**config.mk**
```make
export PLATFORM = sky130hd
export DESIGN_NAME = exe_stage_pipelined_flat
export DESIGN_NICKNAME = d
export VERILOG_FILES = /design/src/rtl/exe_stage_pipelined_if.sv /design/src/rtl/exe_stage_pipelined.sv /design/src/flat_wrapper.sv
export SDC_FILE = /design/constraint.sdc
export NUM_CORES = 1
export LEC_CHECK = 0
export CAP_MARGIN = 20
export CORE_MARGIN = 4
export CORE_UTILIZATION = 50
export DETAILED_ROUTE_END_ITERATION = 10
export PLACE_DENSITY_LB_ADDON = 0.2
export SYNTH_ARGS = -nofsm -noshare
export SYNTH_HDL_FRONTEND = slang
export SYNTH_SLANG_ARGS = --single-unit
```
**constraint.sdc**
```tcl
create_clock -name clk -period 7.5 [get_ports clk]
set_clock_uncertainty 0.15 [all_clocks]
set_input_delay 1.875 -clock clk [delete_from_list [all_inputs] [get_ports clk]]
set_output_delay 1.875 -clock clk [all_outputs]
set_load 0.02 [all_outputs]
```
**src/rtl/exe_stage_pipelined_if.sv**
```systemverilog
// ID -> EX instruction bundle and back-pressure (stall) from the execute stage.
// master = decode stage, slave = execute stage.
interface exe_stage_pipelined_if #(
    parameter int DATA_WIDTH = 32
);
    logic                  valid;
    logic                  stall;
    logic [DATA_WIDTH-1:0] pc;
    logic                  mem_read_en;
    logic                  mem_write_en;
    logic                  wb_en;
    logic                  immediate;
    logic                  carry_in;
    logic [11:0]           shift_operand;
    logic [3:0]            alu_ctrl;
    logic                  mul;
    logic                  accumulate;
    logic [DATA_WIDTH-1:0] val_rm;
    logic [DATA_WIDTH-1:0] val_rn;
    logic [DATA_WIDTH-1:0] val_rs;
    logic [23:0]           imm24;
    logic [3:0]            dest;
    logic [1:0]            sel_src1;
    logic [1:0]            sel_src2;

    modport master (
        output valid, pc, mem_read_en, mem_write_en, wb_en, immediate, carry_in,
               shift_operand, alu_ctrl, mul, accumulate, val_rm, val_rn, val_rs,
               imm24, dest, sel_src1, sel_src2,
        input  stall
    );

    modport slave (
        input  valid, pc, mem_read_en, mem_write_en, wb_en, immediate, carry_in,
               shift_operand, alu_ctrl, mul, accumulate, val_rm, val_rn, val_rs,
               imm24, dest, sel_src1, sel_src2,
        output stall
    );
endinterface

```
**src/rtl/exe_stage_pipelined.sv**
```systemverilog
// Execute stage with EX/MEM register. Define EXE_STAGE_MUL_EN to add the iterative
// shift-add MUL/MLA unit (stalls ID while busy); otherwise every op is a 1-cycle ALU op.
module exe_stage_pipelined #(
    parameter int DATA_WIDTH         = 32,
    parameter int MUL_BITS_PER_CYCLE = 1
) (
    input  logic                  clk,
    input  logic                  rst,
    exe_stage_pipelined_if.slave  id_if,
    input  logic                  flush_i,
    input  logic [DATA_WIDTH-1:0] mem_fwd_value_i,
    input  logic [DATA_WIDTH-1:0] wb_fwd_value_i,
    output logic [DATA_WIDTH-1:0] branch_address_o,
    output logic                  valid_o,
    output logic [DATA_WIDTH-1:0] pc_o,
    output logic                  mem_read_en_o,
    output logic                  mem_write_en_o,
    output logic                  wb_en_o,
    output logic [3:0]            dest_o,
    output logic [DATA_WIDTH-1:0] alu_result_o,
    output logic [3:0]            alu_status_o,
    output logic [DATA_WIDTH-1:0] val_rm_o
);
    localparam int DW = DATA_WIDTH;
    localparam logic [3:0] OP_MOV = 4'b0001, OP_MVN = 4'b1001, OP_ADD = 4'b0010,
                           OP_ADC = 4'b0011, OP_SUB = 4'b0100, OP_SBC = 4'b0101,
                           OP_AND = 4'b0110, OP_ORR = 4'b0111, OP_EOR = 4'b1000;

    logic [DW-1:0] rn_fwd, rm_fwd, val2, alu_res, add_b;
    logic [DW:0]   add_sum;
    logic          add_cin, alu_c, alu_v, stall, accept;
    logic [3:0]    alu_flags;

    logic          valid_q, mem_read_en_q, mem_write_en_q, wb_en_q;
    logic [DW-1:0] pc_q, result_q, val_rm_q;
    logic [3:0]    dest_q, status_q;

    function automatic logic [DW-1:0] ror(input logic [DW-1:0] x, input int unsigned amt);
        int unsigned r;
        r = amt % DW;
        return (x >> r) | (x << (DW - r));
    endfunction

    assign branch_address_o = id_if.pc + DW'($signed({id_if.imm24, 2'b00}));

    always_comb begin
        case (id_if.sel_src1)
            2'b01:   rn_fwd = wb_fwd_value_i;
            2'b10:   rn_fwd = mem_fwd_value_i;
            default: rn_fwd = id_if.val_rn;
        endcase
        case (id_if.sel_src2)
            2'b01:   rm_fwd = wb_fwd_value_i;
            2'b10:   rm_fwd = mem_fwd_value_i;
            default: rm_fwd = id_if.val_rm;
        endcase
    end

    // Operand 2: rotated imm8, zero-extended 12-bit memory offset, or shifted Rm.
    always_comb begin
        val2 = rm_fwd;
        if (id_if.immediate)
            val2 = ror(DW'(id_if.shift_operand[7:0]), 32'({id_if.shift_operand[11:8], 1'b0}));
        else if (id_if.mem_read_en || id_if.mem_write_en)
            val2 = DW'(id_if.shift_operand);
        else begin
            case (id_if.shift_operand[6:5])
                2'b00:   val2 = rm_fwd << id_if.shift_operand[11:7];
                2'b01:   val2 = rm_fwd >> id_if.shift_operand[11:7];
                2'b10:   val2 = $unsigned($signed(rm_fwd) >>> id_if.shift_operand[11:7]);
                default: val2 = ror(rm_fwd, 32'(id_if.shift_operand[11:7]));
            endcase
        end
    end

    // Subtracts are a + ~b + cin so that C is the ARM-style "not borrow".
    always_comb begin
        add_b   = val2;
        add_cin = 1'b0;
        case (id_if.alu_ctrl)
            OP_ADC:  add_cin = id_if.carry_in;
            OP_SUB:  begin add_b = ~val2; add_cin = 1'b1; end
            OP_SBC:  begin add_b = ~val2; add_cin = id_if.carry_in; end
            default: ;
        endcase
        add_sum = {1'b0, rn_fwd} + {1'b0, add_b} + {{DW{1'b0}}, add_cin};
        alu_res = '0;
        alu_c   = id_if.carry_in;
        alu_v   = 1'b0;
        case (id_if.alu_ctrl)
            OP_MOV: alu_res = val2;
            OP_MVN: alu_res = ~val2;
            OP_ADD, OP_ADC, OP_SUB, OP_SBC: begin
                alu_res = add_sum[DW-1:0];
                alu_c   = add_sum[DW];
                alu_v   = (rn_fwd[DW-1] == add_b[DW-1]) && (add_sum[DW-1] != rn_fwd[DW-1]);
            end
            OP_AND: alu_res = rn_fwd & val2;
            OP_ORR: alu_res = rn_fwd | val2;
            OP_EOR: alu_res = rn_fwd ^ val2;
            default: ;
        endcase
        alu_flags = {alu_res[DW-1], alu_res == '0, alu_c, alu_v};
    end

    assign accept   = id_if.valid && !stall && !flush_i;
    assign id_if.stall = stall;

`ifdef EXE_STAGE_MUL_EN
    localparam int N  = DW / MUL_BITS_PER_CYCLE;
    localparam int CW = (N > 1) ? $clog2(N) : 1;
    typedef enum logic {IDLE, BUSY} state_t;

    state_t        state_q, state_d;
    logic [CW-1:0] cnt_q;
    logic [DW-1:0] mcand_q, mplier_q, acc_q, rn_q, mul_result;
    logic          accum_q, carry_q, m_rd_q, m_wr_q, m_wb_q, mul_done;
    logic [DW-1:0] part_w [MUL_BITS_PER_CYCLE+1];
    genvar gi;

    // One multiplier bit per stage of the chain; the multiplier shifts right each cycle.
    assign part_w[0] = acc_q;
    for (gi = 0; gi < MUL_BITS_PER_CYCLE; gi++) begin : g_pp
        assign part_w[gi+1] = part_w[gi] + (mplier_q[gi] ? (mcand_q << gi) : '0);
    end

    assign mul_done   = (state_q == BUSY) && (cnt_q == CW'(N - 1));
    assign mul_result = part_w[MUL_BITS_PER_CYCLE] + (accum_q ? rn_q : '0);
    assign stall      = (state_q == BUSY);

    always_comb begin
        state_d = state_q;
        if (flush_i)
            state_d = IDLE;
        else if (state_q == IDLE && accept && id_if.mul)
            state_d = BUSY;
        else if (mul_done)
            state_d = IDLE;
    end

    always_ff @(posedge clk or posedge rst) begin
        if (rst) begin
            state_q  <= IDLE;
            cnt_q    <= '0;
            mcand_q  <= '0;
            mplier_q <= '0;
            acc_q    <= '0;
            rn_q     <= '0;
            accum_q  <= 1'b0;
            carry_q  <= 1'b0;
            m_rd_q   <= 1'b0;
            m_wr_q   <= 1'b0;
            m_wb_q   <= 1'b0;
        end else begin
            state_q <= state_d;
            if (flush_i)
                cnt_q <= '0;
            else if (accept && id_if.mul) begin
                mcand_q  <= rm_fwd;
                mplier_q <= id_if.val_rs;
                acc_q    <= '0;
                rn_q     <= rn_fwd;
                accum_q  <= id_if.accumulate;
                carry_q  <= id_if.carry_in;
                m_rd_q   <= id_if.mem_read_en;
                m_wr_q   <= id_if.mem_write_en;
                m_wb_q   <= id_if.wb_en;
                cnt_q    <= '0;
            end else if (state_q == BUSY) begin
                mcand_q  <= mcand_q << MUL_BITS_PER_CYCLE;
                mplier_q <= mplier_q >> MUL_BITS_PER_CYCLE;
                acc_q    <= part_w[MUL_BITS_PER_CYCLE];
                cnt_q    <= mul_done ? '0 : cnt_q + CW'(1);
            end
        end
    end
`else
    assign stall = 1'b0;
`endif

    always_ff @(posedge clk or posedge rst) begin
        if (rst) begin
            valid_q        <= 1'b0;
            mem_read_en_q  <= 1'b0;
            mem_write_en_q <= 1'b0;
            wb_en_q        <= 1'b0;
            pc_q           <= '0;
            result_q       <= '0;
            val_rm_q       <= '0;
            dest_q         <= '0;
            status_q       <= '0;
        end else if (flush_i) begin
            valid_q        <= 1'b0;
            mem_read_en_q  <= 1'b0;
            mem_write_en_q <= 1'b0;
            wb_en_q        <= 1'b0;
`ifdef EXE_STAGE_MUL_EN
        end else if (mul_done) begin
            valid_q        <= 1'b1;
            result_q       <= mul_result;
            status_q       <= {mul_result[DW-1], mul_result == '0, carry_q, 1'b0};
            mem_read_en_q  <= m_rd_q;
            mem_write_en_q <= m_wr_q;
            wb_en_q        <= m_wb_q;
        end else if (accept && id_if.mul) begin
            valid_q        <= 1'b0;
            mem_read_en_q  <= 1'b0;
            mem_write_en_q <= 1'b0;
            wb_en_q        <= 1'b0;
            pc_q           <= id_if.pc;
            dest_q         <= id_if.dest;
            val_rm_q       <= rm_fwd;
`endif
        end else if (accept) begin
            valid_q        <= 1'b1;
            mem_read_en_q  <= id_if.mem_read_en;
            mem_write_en_q <= id_if.mem_write_en;
            wb_en_q        <= id_if.wb_en;
            pc_q           <= id_if.pc;
            result_q       <= alu_res;
            val_rm_q       <= rm_fwd;
            dest_q         <= id_if.dest;
            status_q       <= alu_flags;
        end else begin
            valid_q        <= 1'b0;
            mem_read_en_q  <= 1'b0;
            mem_write_en_q <= 1'b0;
            wb_en_q        <= 1'b0;
        end
    end

    assign valid_o        = valid_q;
    assign pc_o           = pc_q;
    assign mem_read_en_o  = mem_read_en_q;
    assign mem_write_en_o = mem_write_en_q;
    assign wb_en_o        = wb_en_q;
    assign dest_o         = dest_q;
    assign alu_result_o   = result_q;
    assign alu_status_o   = status_q;
    assign val_rm_o       = val_rm_q;
endmodule

```
**src/flat_wrapper.sv**
```systemverilog
// flat-port wrapper written by rule: the top's interface ports become plain ports
module exe_stage_pipelined_flat 
#(
    parameter int DATA_WIDTH         = 32,
    parameter int MUL_BITS_PER_CYCLE = 1
)
  (clk, rst, flush_i, mem_fwd_value_i, wb_fwd_value_i, branch_address_o, valid_o, pc_o, mem_read_en_o, mem_write_en_o, wb_en_o, dest_o, alu_result_o, alu_status_o, val_rm_o, id_if_valid, id_if_pc, id_if_mem_read_en, id_if_mem_write_en, id_if_wb_en, id_if_immediate, id_if_carry_in, id_if_shift_operand, id_if_alu_ctrl, id_if_mul, id_if_accumulate, id_if_val_rm, id_if_val_rn, id_if_val_rs, id_if_imm24, id_if_dest, id_if_sel_src1, id_if_sel_src2, id_if_stall);
  exe_stage_pipelined_if #(.DATA_WIDTH(DATA_WIDTH)) id_if_i ();
  input  logic clk;
  input  logic rst;
  input  logic flush_i;
  input  logic [DATA_WIDTH-1:0] mem_fwd_value_i;
  input  logic [DATA_WIDTH-1:0] wb_fwd_value_i;
  output logic [DATA_WIDTH-1:0] branch_address_o;
  output logic valid_o;
  output logic [DATA_WIDTH-1:0] pc_o;
  output logic mem_read_en_o;
  output logic mem_write_en_o;
  output logic wb_en_o;
  output logic [3:0] dest_o;
  output logic [DATA_WIDTH-1:0] alu_result_o;
  output logic [3:0] alu_status_o;
  output logic [DATA_WIDTH-1:0] val_rm_o;
  input wire logic [$bits(id_if_i.valid)-1:0] id_if_valid;
  input wire logic [$bits(id_if_i.pc)-1:0] id_if_pc;
  input wire logic [$bits(id_if_i.mem_read_en)-1:0] id_if_mem_read_en;
  input wire logic [$bits(id_if_i.mem_write_en)-1:0] id_if_mem_write_en;
  input wire logic [$bits(id_if_i.wb_en)-1:0] id_if_wb_en;
  input wire logic [$bits(id_if_i.immediate)-1:0] id_if_immediate;
  input wire logic [$bits(id_if_i.carry_in)-1:0] id_if_carry_in;
  input wire logic [$bits(id_if_i.shift_operand)-1:0] id_if_shift_operand;
  input wire logic [$bits(id_if_i.alu_ctrl)-1:0] id_if_alu_ctrl;
  input wire logic [$bits(id_if_i.mul)-1:0] id_if_mul;
  input wire logic [$bits(id_if_i.accumulate)-1:0] id_if_accumulate;
  input wire logic [$bits(id_if_i.val_rm)-1:0] id_if_val_rm;
  input wire logic [$bits(id_if_i.val_rn)-1:0] id_if_val_rn;
  input wire logic [$bits(id_if_i.val_rs)-1:0] id_if_val_rs;
  input wire logic [$bits(id_if_i.imm24)-1:0] id_if_imm24;
  input wire logic [$bits(id_if_i.dest)-1:0] id_if_dest;
  input wire logic [$bits(id_if_i.sel_src1)-1:0] id_if_sel_src1;
  input wire logic [$bits(id_if_i.sel_src2)-1:0] id_if_sel_src2;
  output wire logic [$bits(id_if_i.stall)-1:0] id_if_stall;
  assign id_if_i.valid = id_if_valid;
  assign id_if_i.pc = id_if_pc;
  assign id_if_i.mem_read_en = id_if_mem_read_en;
  assign id_if_i.mem_write_en = id_if_mem_write_en;
  assign id_if_i.wb_en = id_if_wb_en;
  assign id_if_i.immediate = id_if_immediate;
  assign id_if_i.carry_in = id_if_carry_in;
  assign id_if_i.shift_operand = id_if_shift_operand;
  assign id_if_i.alu_ctrl = id_if_alu_ctrl;
  assign id_if_i.mul = id_if_mul;
  assign id_if_i.accumulate = id_if_accumulate;
  assign id_if_i.val_rm = id_if_val_rm;
  assign id_if_i.val_rn = id_if_val_rn;
  assign id_if_i.val_rs = id_if_val_rs;
  assign id_if_i.imm24 = id_if_imm24;
  assign id_if_i.dest = id_if_dest;
  assign id_if_i.sel_src1 = id_if_sel_src1;
  assign id_if_i.sel_src2 = id_if_sel_src2;
  assign id_if_stall = id_if_i.stall;
  exe_stage_pipelined #(.DATA_WIDTH(DATA_WIDTH), .MUL_BITS_PER_CYCLE(MUL_BITS_PER_CYCLE)) u_core (.clk(clk), .rst(rst), .id_if(id_if_i), .flush_i(flush_i), .mem_fwd_value_i(mem_fwd_value_i), .wb_fwd_value_i(wb_fwd_value_i), .branch_address_o(branch_address_o), .valid_o(valid_o), .pc_o(pc_o), .mem_read_en_o(mem_read_en_o), .mem_write_en_o(mem_write_en_o), .wb_en_o(wb_en_o), .dest_o(dest_o), .alu_result_o(alu_result_o), .alu_status_o(alu_status_o), .val_rm_o(val_rm_o));
endmodule
```
==> flow_summary.yaml, run 1 <==
outcome:
  failed_stage: "5_1_grt"
  toolErrorMsg: "[ERROR GRT-0232] Routing congestion too high. Check the congestion heatmap in the GUI."
  status: "aborted with a tool error"
global_route:
  grt_overflow: 19
  grt_max_degree: 86
  antenna_found_initial: 25
  grt_usage_pct: 76.6
placed_design:
  hpwl_um: 95700
  portBuffers: 356
  routabilityCongestion: 1.29
  placed_area_um2: 30100
clock_tree:
  cts.sinks: 107
  clock_path_buffers: 2
  ctsHoldBuffers: 0
  cts_max_level: 3
  cts-root-buf: "clkbuf_16"
  cts_buffers: 9
logic_synthesis:
  synthArstFlopShare_pct: 100
  ys_seq_area_share_pct: 13.3
  synth.cell_area_um2: 20100
  synth.distinct_cells: 104
  synth_warnings: 0
  synthCells: 2630
  mappedNetlistNets: 3015
  ys.flop_type: "dfrtp_1"
  synth_edf_count: 0
  synth_area_per_cell_um2: 7.65
  ys_ff_latch: 107
floorplan:
  fp.dieH_um: 209
  dieWidth_um: 209
  top_level_ports: 392
  row_count: 73
  start_util_pct: 50.6
sta:
  worst-ep-kind: "register input"
  crit_endpoint: "u_core.alu_status_o[2]$_DFFE_PP0P_/D"
Yosys cell counts, drive strengths merged, types with 27 or more instances:
| library cell | n | area share (%) |
|---|---|---|
| o211ai | 38 | 1.5 |
| a21oi | 131 | 3.4 |
| dfrtp | 107 | 13 |
| nor2b | 30 | 0.93 |
| clkbuf | 143 | 2.7 |
| xnor2 | 54 | 2.4 |
| nor3 | 53 | 1.4 |
| a211oi | 37 | 1.4 |
| inv | 105 | 2.0 |
| ha | 131 | 8.1 |
| o31ai | 27 | 1.0 |
| a221oi | 36 | 1.6 |
| nor2 | 203 | 3.8 |
| a22o | 37 | 1.6 |
| nand3 | 44 | 1.1 |
| o21ai | 222 | 5.5 |
| mux4 | 90 | 10 |
| o22ai | 58 | 1.8 |
| buf | 71 | 2.4 |
| a22oi | 69 | 2.6 |
| mux2i | 95 | 4.7 |
| xor2 | 38 | 1.7 |
| nand2 | 363 | 6.8 |
| a31oi | 38 | 1.2 |
layer usage:
metal  track usage [%]  GRT overflow
met1              76.2             0
met2              90.1             8
met3              67.2             6
met4              70.3             5
met5              48.8             0
repair_timing:
action,in CTS
pin swaps,57
resized for setup,150
setup endpoints to repair,43
setup buffers,50
metrics by stage:
step	utilization (%)	setup TNS (ns)	cells	worst slack (ns)
3_3_place_gp	75.7	-22.63	4146	-1.45
2_1_floorplan	-	0	2630	0.00245
4_1_cts	78.6	-0.956	4210	-0.396
3_5_place_dp	75.7	-31.53	4146	-1.63
kinds of logic after synthesis:
group / Yosys count / synth area share [%]
xor+xnor: 92 / 4.01
flops: 107 / 13.3
buf+inv: 323 / 7.07
mux: 208 / 16.2
fa+ha+maj: 134 / 8.45
other cells: 1 / 0.0186
compound gates: 933 / 32.4
simple gates: 832 / 18.6
==> run 2: changes to the inputs <==
Settings changed: CORE_UTILIZATION 50 to 35, PLACE_DENSITY_LB_ADDON 0.2 to 0.15.
==> run 2 against run 1 <==
The flow now finishes, with violations (setup timing). Area after synthesis unchanged. Synthesized cell count unchanged.
==> flow_summary.yaml, run 2 <==
run:
  drv_cap: 0
outcome:
  violations: "setup timing"
  status: "finished, violations left"
sta:
  fmax_mhz: 124
  slew_viol_final: 0
  min_period_over_period_pct: 108
  relSlewSlack_pct: 24.0
  worstMarginPinSlew_ns: 1.13
  rsz0062_at_grt: "true"
  min_period_ns: 8.08
  setup_slack_ns: -0.577
  setup_violations: 8
  hold_viol_final: 0
global_route:
  antenna_found_initial: 2
  grt_usage_pct: 40.5
  grt_pass1_wl_um: 183000
  grt_overflow: 0
  grt_max_degree: 88
  first_global_vias: 27171
finish:
  final_common_cell: "buf_4"
  area_delta_synth_final_pct: 60.6
  nNetsFinal: 4115
  register_area_um2: 2680
  final_cell_mix: "buf_4, nand2_1, clkdlybuf4s50_1, nor2_1, o21ai_0"
  multi_input_comb_area_um2: 17000
  drive_gt1_share_pct: 34.2
  fillerInstances: 5177
  design_area_um2: 32300
worst_setup_path:
  rrSetupSlack_ns: 6.56
  required_ns: 7.65
  end_kind: "flip-flop"
  worstPathArrival_ns: 8.23
  r2r_start: "u_core.alu_status_o[3]"
  r2r_end: "u_core.alu_status_o[3]"
  cp-start-kind: "input pin"
  worstRegToRegCells: 1
  max_stage_delay_ns: 0.55
  crit_type: "in -> reg"
  cp_common_cell: "buf_4"
  critical_path_peak_fanout: 7
  slowest_stage: "mux4_2"
floorplan:
  row_count: 87
  start_util_pct: 35.5
  dieWidth_um: 248
  design.core.area_um2: 56600
  die_area_um2: 61400
  top_level_ports: 392
  fp.dieH_um: 248
pwr:
  peakVddDrop_mv: 0.129
  p_total_uw: 4810
  p_per_area_nw_per_um2: 149
  p_leak_uw: 0.0145
placed_design:
  portBuffers: 356
  hpwl_um: 107000
  placed_area_um2: 30700
  routabilityCongestion: 1.12
min_path:
  min_to: "u_core.pc_o[2]"
  min_path_type: "reg -> reg"
  min_from: "u_core.pc_o[2]"
  holdPathStages: 2
logic_synthesis:
  synth_most_common_cell: "nand2_1"
  synthCells: 2630
  post-synth-top-area-cell: "dfrtp_1"
  synth_edf_count: 0
  synth.cell_area_um2: 20100
  mappedNetlistNets: 3015
  synth_area_per_cell_um2: 7.65
  synth_top_area_share_pct: 13.3
  synth_warnings: 0
  ys.flop_type: "dfrtp_1"
  ys_ff_latch: 107
  synth_area_leaders: "dfrtp_1, mux4_2, ha_1, nand2_1, o21ai_0"
  synth_common_cells: "nand2_1, o21ai_0, nor2_1, clkbuf_1, ha_1"
  synthArstFlopShare_pct: 100
  synth.distinct_cells: 104
  ys_seq_area_share_pct: 13.3
clock_tree:
  cts_tree: "yes"
  cts_buffers: 9
  ctsHoldBuffers: 0
  cts.sinks: 107
  clk_pin_slew_ns: 0.08
  cts_max_level: 3
  clk_latency_ns: 0.40
  clock_path_buffers: 2
  cts-root-buf: "clkbuf_16"
drt:
  drc_errors: 0
  routed_via_density: 6.23
  drtIter0Drc: 3372
  wire_per_inst_um: 28.8
  num_vias: 27993
  drt-total-wl_um: 129000
  drtPass1Iterations: 8
  antenna_left: 0
## run 2: cell counts after synthesis
No cell type changed its count.
## run 2: report_power, final
| group | switching [uW] | total [uW] | internal [uW] |
|---|---|---|---|
| clock network | 304 | 546 | 242 |
| logic | 1920 | 3550 | 1630 |
| registers | 49.1 | 714 | 665 |
## run 2: what timing repair did
item | in CTS | in global routing
resized for setup | 115 | 104
pin swaps | 55 | 59
endpoints found under the setup margin | 38 | 31
buffers inserted | 38 | 26
## run 2: how the worst max path moves through the flow
stage / cells after the start / startpoint / end / slack (ns)
floorplan: 28 / id_if_sel_src2[1] / u_core.alu_status_o[2] / 0.002
global placement: 32 / id_if_sel_src2[1] / u_core.alu_status_o[2] / -1.55
detailed placement: 32 / id_if_sel_src2[0] / u_core.alu_status_o[2] / -1.74
CTS: 30 / id_if_sel_src2[0] / u_core.alu_status_o[2] / -0.45
global route: 31 / id_if_sel_src2[1] / u_core.alu_status_o[2] / -0.75
finish: 35 / id_if_sel_src2[0] / u_core.alu_status_o[2] / -0.58
## run 2: area by class of cell
cell class                 instances  share of cell area [%]
sequential                       107                    8.29
multi-input combinational       2200                    52.5
inverter                         109                    1.33
clock buffer                       9                   0.697
tap                              756                    2.93
clock inverter                     7                   0.283
antenna                            3                  0.0232
timing repair buffer            1303                    34.0
## run 2: logic make-up after synthesis
kind of cell    count (synthesis)  synth area share [%]
mux                           208                  16.2
compound gates                933                  32.4
fa+ha+maj                     134                  8.45
simple gates                  832                  18.6
buf+inv                       323                  7.07
flops                         107                  13.3
other cells                     1                0.0186
xor+xnor                       92                  4.01
## run 2: routing by layer
| layer | vias to the layer above | global-route usage [%] | wire, um |
|---|---|---|---|
| met5 | - | 0 | 0 |
| met1 | 13566 | 52.5 | 50700 |
| li1 | 12205 | - | - |
| met3 | 395 | 11.5 | 15400 |
| met2 | 1827 | 60.8 | 54700 |
| met4 | 0 | 21.8 | 8700 |
## run 2: critical path, delay by kind of cell
kind	cells	cell delay, ns
muxes	1	0.55
buffers and inverters	13	1.67
adders and majority gates	2	0.53
xor gates and xnor gates	2	0.29
AOI/OAI and AO/OA	11	1.96
and+or+nand+nor	6	1.32
## run 2: through the flow
stage	TNS [ns]	setup WS, ns	hold WS, ns	cells	util (%)
after global placement	-26.67	-1.55	0.307	4413	54.2
after global routing	-3.60	-0.753	0.363	4491	57.1
after CTS	-1.00	-0.447	0.332	4465	56.0
after detailed placement	-29.85	-1.74	0.311	4413	54.2
final	-2.01	-0.577	0.326	4494	57.1
after floorplan	0	0.00245	0.433	2630	-
Power figures use the tool's default switching activity.
